File: config.mk
export PLATFORM = sky130hd
export DESIGN_NAME = pwm_demodulator
export DESIGN_NICKNAME = d
export VERILOG_FILES = /design/src/rtl/pwm_demodulator.sv
export SDC_FILE = /design/constraint.sdc
export NUM_CORES = 1
export LEC_CHECK = 0
export BUFFER_PORTS_ARGS = -buffer_cell sky130_fd_sc_hd__buf_2
export CAP_MARGIN = 20
export CORE_ASPECT_RATIO = 0.5
export CORE_MARGIN = 1
export CORE_UTILIZATION = 35
export CTS_CLUSTER_DIAMETER = 80
export DETAILED_ROUTE_END_ITERATION = 10
export PLACE_DENSITY_LB_ADDON = 0.05
export SLEW_MARGIN = 40
export SYNTH_ARGS = -nofsm -noshare
export SYNTH_HDL_FRONTEND = slang
export SYNTH_SLANG_ARGS = --single-unit
File: constraint.sdc
create_clock -name clk -period 1.6 [get_ports clk]
set_input_delay 0 -clock clk [delete_from_list [all_inputs] [get_ports clk]]
set_output_delay 0 -clock clk [all_outputs]
set_load 0.05 [all_outputs]
File: src/rtl/pwm_demodulator.sv
// PWM demodulator: aligns to the PWM rising edge and recovers per-period high-step counts.
// Optional 4-frame moving average when PWM_DEMOD_AVG_EN is defined.
module pwm_demodulator #(
  parameter int unsigned CLKS_IN_PWM_STEPS = 4,
  parameter int unsigned PWM_STEPS         = 64,
  parameter int unsigned DATA_W            = 6
) (
  input  logic              clk,
  input  logic              rst,
  input  logic              pwm,
  output logic [DATA_W-1:0] sample_out,
  output logic              sample_valid,
  output logic              locked,
  output logic              sync_err
);

  localparam int unsigned CW = (CLKS_IN_PWM_STEPS > 1) ? $clog2(CLKS_IN_PWM_STEPS) : 1;
  localparam int unsigned SW = (PWM_STEPS > 1) ? $clog2(PWM_STEPS) : 1;
  localparam int unsigned HW = DATA_W + 1;

  localparam logic [CW-1:0] CLK_LAST  = CW'(CLKS_IN_PWM_STEPS - 1);
  localparam logic [CW-1:0] CLK_MID   = CW'(CLKS_IN_PWM_STEPS / 2);
  localparam logic [CW-1:0] CLK_ONE   = CW'(1);
  localparam logic [SW-1:0] STEP_LAST = SW'(PWM_STEPS - 1);
  localparam logic [SW-1:0] STEP_ONE  = SW'(1);
  localparam logic [HW-1:0] HIGH_ONE  = HW'(1);

  typedef enum logic {IDLE, RUN} state_e;

  logic              sync1_q, pwm_s_q, pwm_d_q;
  state_e            state_q, state_d;
  logic [CW-1:0]     clk_cnt_q, clk_cnt_d;
  logic [SW-1:0]     step_cnt_q, step_cnt_d;
  logic [HW-1:0]     high_cnt_q, high_cnt_d, high_inc;
  logic [DATA_W-1:0] sample_q, sample_d, frame_val;
  logic              valid_q, valid_d, locked_q, locked_d, err_q, err_d;
  logic              rise, samp, frame_end, frame_start;

`ifdef PWM_DEMOD_AVG_EN
  localparam int unsigned AW = DATA_W + 2;
  logic [DATA_W-1:0] hist_q [4];
  logic [DATA_W-1:0] hist_d [4];
  logic [AW-1:0]     acc_q, acc_d, acc_sum;
  logic [2:0]        frames_q, frames_d;

  // Running sum: entries cleared to zero keep the sum consistent after a restart.
  assign acc_sum = acc_q + AW'(frame_val) - AW'(hist_q[3]);
`endif

  assign rise        = pwm_s_q & ~pwm_d_q;
  assign samp        = (state_q == RUN) && (clk_cnt_q == CLK_MID) && pwm_s_q;
  assign high_inc    = (samp && (high_cnt_q != '1)) ? high_cnt_q + HIGH_ONE : high_cnt_q;
  assign frame_val   = high_inc[HW-1] ? '1 : high_inc[DATA_W-1:0];
  assign frame_end   = (state_q == RUN) && (step_cnt_q == STEP_LAST) && (clk_cnt_q == CLK_LAST);
  assign frame_start = (step_cnt_q == '0) && (clk_cnt_q == '0);

  always_comb begin
    state_d    = state_q;
    clk_cnt_d  = clk_cnt_q;
    step_cnt_d = step_cnt_q;
    high_cnt_d = high_inc;
    sample_d   = sample_q;
    valid_d    = 1'b0;
    locked_d   = locked_q;
    err_d      = 1'b0;
`ifdef PWM_DEMOD_AVG_EN
    hist_d     = hist_q;
    acc_d      = acc_q;
    frames_d   = frames_q;
`endif
    unique case (state_q)
      IDLE: begin
        high_cnt_d = '0;
        if (rise) begin
          state_d    = RUN;
          clk_cnt_d  = CLK_ONE;
          step_cnt_d = '0;
        end
      end
      RUN: begin
        if (clk_cnt_q == CLK_LAST) begin
          clk_cnt_d  = '0;
          step_cnt_d = (step_cnt_q == STEP_LAST) ? '0 : step_cnt_q + STEP_ONE;
        end else begin
          clk_cnt_d = clk_cnt_q + CLK_ONE;
        end
        if (frame_end) begin
          high_cnt_d = '0;
          locked_d   = 1'b1;
`ifdef PWM_DEMOD_AVG_EN
          hist_d[0] = frame_val;
          hist_d[1] = hist_q[0];
          hist_d[2] = hist_q[1];
          hist_d[3] = hist_q[2];
          acc_d     = acc_sum;
          frames_d  = (frames_q == 3'd4) ? 3'd4 : frames_q + 3'd1;
          sample_d  = acc_sum[AW-1:2];
          valid_d   = (frames_q >= 3'd3);
`else
          sample_d  = frame_val;
          valid_d   = 1'b1;
`endif
        end
        // A rise on the frame-end cycle still emits that frame above, then realigns here.
        if (rise && !frame_start) begin
          clk_cnt_d  = CLK_ONE;
          step_cnt_d = '0;
          high_cnt_d = '0;
          err_d      = 1'b1;
          locked_d   = 1'b0;
`ifdef PWM_DEMOD_AVG_EN
          hist_d   = '{default: '0};
          acc_d    = '0;
          frames_d = '0;
`endif
        end
      end
      default: state_d = IDLE;
    endcase
  end

  always_ff @(posedge clk) begin
    if (!rst) begin
      sync1_q    <= 1'b0;
      pwm_s_q    <= 1'b0;
      pwm_d_q    <= 1'b0;
      state_q    <= IDLE;
      clk_cnt_q  <= '0;
      step_cnt_q <= '0;
      high_cnt_q <= '0;
      sample_q   <= '0;
      valid_q    <= 1'b0;
      locked_q   <= 1'b0;
      err_q      <= 1'b0;
`ifdef PWM_DEMOD_AVG_EN
      hist_q     <= '{default: '0};
      acc_q      <= '0;
      frames_q   <= '0;
`endif
    end else begin
      sync1_q    <= pwm;
      pwm_s_q    <= sync1_q;
      pwm_d_q    <= pwm_s_q;
      state_q    <= state_d;
      clk_cnt_q  <= clk_cnt_d;
      step_cnt_q <= step_cnt_d;
      high_cnt_q <= high_cnt_d;
      sample_q   <= sample_d;
      valid_q    <= valid_d;
      locked_q   <= locked_d;
      err_q      <= err_d;
`ifdef PWM_DEMOD_AVG_EN
      hist_q     <= hist_d;
      acc_q      <= acc_d;
      frames_q   <= frames_d;
`endif
    end
  end

  assign sample_out   = sample_q;
  assign sample_valid = valid_q;
  assign locked       = locked_q;
  assign sync_err     = err_q;

endmodule
* After elaboration in Yosys (flattened, before gate mapping)
Index checks and enable logic that the tools add are counted.
Cells by class: add/sub/neg operators 3, equality and inequality tests 6, mux-type cells 20, bitwise gates (word level) 3, reduce and logical (&&, ||, !) cells 15
Operator list (count):
- $mux 6 | 5
- $mux 7 | 3
- $pmux 7 s2 | 1
- $pmux 6 s2 | 1
- $reduce_and 2->1 | 4
- $add 7x1->7 const B | 1
- $logic_and 1x1->1 | 7
- $ne 7x7->1 const B | 1
- $add 6x1->6 const B | 1
- $eq 6x6->1 const B | 1
- $logic_not 6->1 | 1
- $mux 1 | 6
- $mux 2 | 3
- $eq 2x2->1 const B | 2
- $pmux 2 s2 | 1
- $ne 3x1->1 const B | 1
- $add 2x1->2 const B | 1
- $logic_not 2->1 | 1
- $ne 2x2->1 const B | 1
- $not 1->1 | 2
- $reduce_bool 2->1 | 1
- $and 1x1->1 | 1
- $logic_not 1->1 | 1
Word-level totals: register bits 28, bits of input ports 3, output and inout bits 9, logic and storage cells 58

* Logic depth before layout (Yosys ltp)
depth after elaboration 8, mapped depth 6, mapped depth without buffers 6

* Worst setup path before layout
Ideal clock, no wire load.
path kind flip-flop to flip-flop, start point register clk_cnt_q[1], end point register step_cnt_q[5], library setup time 123 ps, arrival time 1507 ps, setup slack -30 ps, cell stages (with the launch flop) 7, clock period less this slack 1630 ps, cell sequence dfxtp_1 > ha_1 > nand3_1 > nor3_1 > clkdlybuf4s25_1 > nand4b_1 > mux2i_1
Between the ends: cells in the longest elaborated chain, start to end 6, elaborated cells between the ends (all ways) 9, those cells by class 2 x eq/ne; 2 x mux; 5 x reduce/logical
RTL lines:
- start: declaration | line 32 | logic [CW-1:0] clk_cnt_q, clk_cnt_d;
- start signal: assignment | line 145 | clk_cnt_q <= clk_cnt_d;
- $logic_not 2->1 | line 55 | assign frame_start = (step_cnt_q == '0) && (clk_cnt_q == '0);
- $logic_and 1x1->1 | line 55
- $logic_not 1->1 | line 105 | if (rise && !frame_start) begin
- $logic_and 1x1->1 | line 105
- $mux 6 / $ne 3x1->1 (equally long branches)
- $pmux 6 s2 / $reduce_and 2->1 (equally long branches)
- end signal: assignment | line 146 | step_cnt_q <= step_cnt_d;
- end: declaration | line 33 | logic [SW-1:0] step_cnt_q, step_cnt_d;
Parallel ways exist; a longest one is shown, timed or not. A chain may end at the register's enable or synchronous reset.

* Worst setup path after layout
start point register step_cnt_q[5], end point register step_cnt_q[2]
Between the ends: cells in the longest elaborated chain, start to end 6, elaborated cells between the ends (all ways) 11, those cells by class 2 x eq/ne; 4 x mux; 5 x reduce/logical
RTL lines:
- branches (longest 6 deep; another with $eq 6x6->1)
Several ways; the timed one is not identified. The select of a mux whose other input is x is not followed.

==> out/qor.csv <==
metric;value;unit
dp.final_hpwl;2.109;mm
max_freq;621.6;MHz
placed_cells;215;
end_kind;flop;
clock_skew;2.825;ps
grt_overflow;0;
clock-sinks;28;
num_vias;1127;
synth-seq-area-share;0.4263;
drt-pass1-iter-count;4;
finalWeightedCongestion;0.7807;
synth_xor_area_frac;0.02664;
io_pins;12;
cp_slowest_cell;or4_4;
layout_worst_path_cycle_share;1.005;
core;3510;µm²
synthToLayoutAreaGrowth;28.64;%
clk_pin_slew;100;ps
port_buffers;11;
slew_headroom;0.7423;
pwr_density_cell;817.1;nW/µm²
grtUsageTotal;0.1610;
synthMuxAreaShare;0.01522;
insertion_delay;290;ps
syn_avg_cell_area;9.529;µm²
arrival;1820;ps
grt_max_degree;20;
start_util;0.3747;
clock-root-buffer;clkbuf_8;
fin_cells;224;
die_x;88.69;µm
status;finished with violations;
synth-simple-area-share;0.2245;
fin_crit;1609;ps
ctsLongestPathBuffers;2;
cts_made_buffers;3;
critPathTopFamily;simple AND/OR/NAND/NOR gates;
final_nets;183;
drtAntennaViolNets;0;
path_max_fanout;5;
grt_pass1_wl;4.754;mm
min_path_type;in2reg;
hold_viol;0;
violations;negative setup slack;
path_cells;or4_4, o21ai_4, buf_6, a32oi_1, o22ai_1;
viasPerCell;5.031;
synth.distinct_cells;39;
synth_fa_ha_area_frac;0.05709;
drive_above_1_share;0.3237;
drt_iter0_drc;37;
synth_top_family_by_area;simple AND/OR/NAND/NOR gates;
synthTopCellsByArea;dfxtp_1 43%, ha_1 5.7%, and2_1 3.3%, nand3_1 3.0%, o21ai_0 3.0%;
cp-start-kind;flop;
grt_pass1_vias;997;
synth_area;1315;µm²
timing.critical_path.buf_inv;1;
ir_drop;0.3416;mV
yosysTopAreaCell;dfxtp_1;
n_fill_cell;359;
dpl_worst_slack;-37.43;ps
wl_per_cell;13.10;µm
synth_compound_area_frac;0.1979;
rsz0062_at_grt;yes;
cap_viol_max_count;0;
worstMarginPinSlew;386.4;ps
drc;0;
cts_tree;done;
leakagePower;0.6602;nW
routed_wirelength;2.935;mm
crit_type;reg2reg;
antenna_found_initial;0;
synth_nets;147;
cp.required;1810;ps
slowest_delay;580;ps
netlist.area_leader.share;0.4263;
synth_seq_cells;28;
rows;15;
antenna_cells;0;
synth_warnings;0;
fin_ws;-8.705;ps
slew_violations;0;
dieArea;4021;µm²
dieHeight;45.35;µm
cts.htree.levels;1;
setup_violations;1;
synthCells;138;
[sequential cells by signal, summed over array words and instances, names as in the netlist]
name          flops
high_cnt_q        7
sample_out        6
step_cnt_q        6
clk_cnt_q         2
locked            1
pwm_d_q           1
pwm_s_q           1
sample_valid      1
state_q           1
sync1_q           1
sync_err          1
[power by group]
part,internal [W],switching (W)
clock network,0.000336,0.000245
logic,0.0000396,0.0000477
registers,0.000706,0.00000755
[final timing paths]
kind / startpoint / endpoint / slack (ps) / depth (start not counted)
hold reg to reg: sync1_q / pwm_s_q / 450 / 1
setup / recovery: step_cnt_q[5] / step_cnt_q[2] / -9 / 5
hold / removal: rst / sample_out[4] / 100 / 2
setup reg to reg: step_cnt_q[5] / step_cnt_q[2] / -9 / 5
[synthesized netlist by cell type]
library cell,number
a21boi_0,1
and2_0,1
and3_1,5
a21oi_1,6
or2_2,1
o211ai_1,3
inv_1,8
nor3_1,1
clkdlybuf4s25_1,1
o31ai_4,1
o31ai_1,2
dfxtp_1,28
clkbuf_8,1
nand3_1,8
ha_1,6
nor2_1,7
o21ai_2,1
a211oi_2,1
clkbuf_1,1
nand2_1,6
buf_6,1
xor2_1,2
nand3b_1,2
or4_4,1
nand4b_1,2
a32oi_1,4
and4_1,1
nand3_2,1
mux2i_1,2
nor2b_1,6
a31oi_1,2
or4_1,1
xnor2_1,2
o22ai_1,2
and2_1,7
o221a_2,3
o21ai_0,8
nand4_1,1
o2111ai_1,1
[what timing repair did]
item,CTS,global route
pin swaps,1,0
setup buffers,1,3
setup endpoints to repair,13,16
gates cloned,0,0
gates resized for setup,4,10
hold buffers,1,0
endpoints found under the hold margin,1,0
[metrics by stage]
step / setup TNS, ps / power (W) / hold slack, ps / util / area [µm²]
after global placement: 0 / 0.0008063 / 210.3 / 0.4381 / 1538
after CTS: -33.47 / 0.001384 / 101.8 / 0.4674 / 1640
after global routing: -454.9 / 0.001434 / 107.9 / 0.4820 / 1692
after detailed placement: -122.3 / 0.0008059 / 212.1 / 0.4381 / 1538
after floorplan: 0 / 0.0007839 / 127.3 / - / 1314
final: -8.705 / 0.001382 / 102.4 / 0.4820 / 1692
[cells in the final DEF, fill, tap and decap left out, types with 3 or more instances in the layout]
master    instances
dfxtp_1          23
buf_4            21
buf_2            11
inv_1             8
nand3_1           8
o21ai_0           7
nor2_1            7
and2_1            6
nand2_1           6
nor2b_1           6
a21oi_1           6
and3_1            5
ha_1              5
dfxtp_2           5
a32oi_1           4
o221a_2           3
o211ai_1          3
clkbuf_8          3
[cell type report]
cell class | instances | area (µm²) | area share
multi-input cells | 98 | 714.4 | 0.4223
flip-flops and latches | 28 | 566.8 | 0.3351
repair buffers | 35 | 245.2 | 0.1450
well taps | 51 | 63.81 | 0.03772
clock buffers | 3 | 41.29 | 0.02441
clock inverters | 1 | 30.03 | 0.01775
inverters | 8 | 30.03 | 0.01775
[per-layer routing]
metal | vias up | wire length (µm) | track usage
li1 | 569 | - | -
met3 | 5 | 84 | 0.04936
met5 | - | 0 | 0
met2 | 14 | 1272 | 0.2600
met1 | 539 | 1557 | 0.2170
met4 | 0 | 21 | 0.02903
[cells by family after synthesis]
family / after synthesis
AOI/OAI and AO/OA: 35
xor gates and xnor gates: 4
adders and majority gates: 6
buffers and inverters: 12
DFF: 28
muxes: 2
and+or+nand+nor: 51
Note: power is estimated with default switching activity, not from simulation.
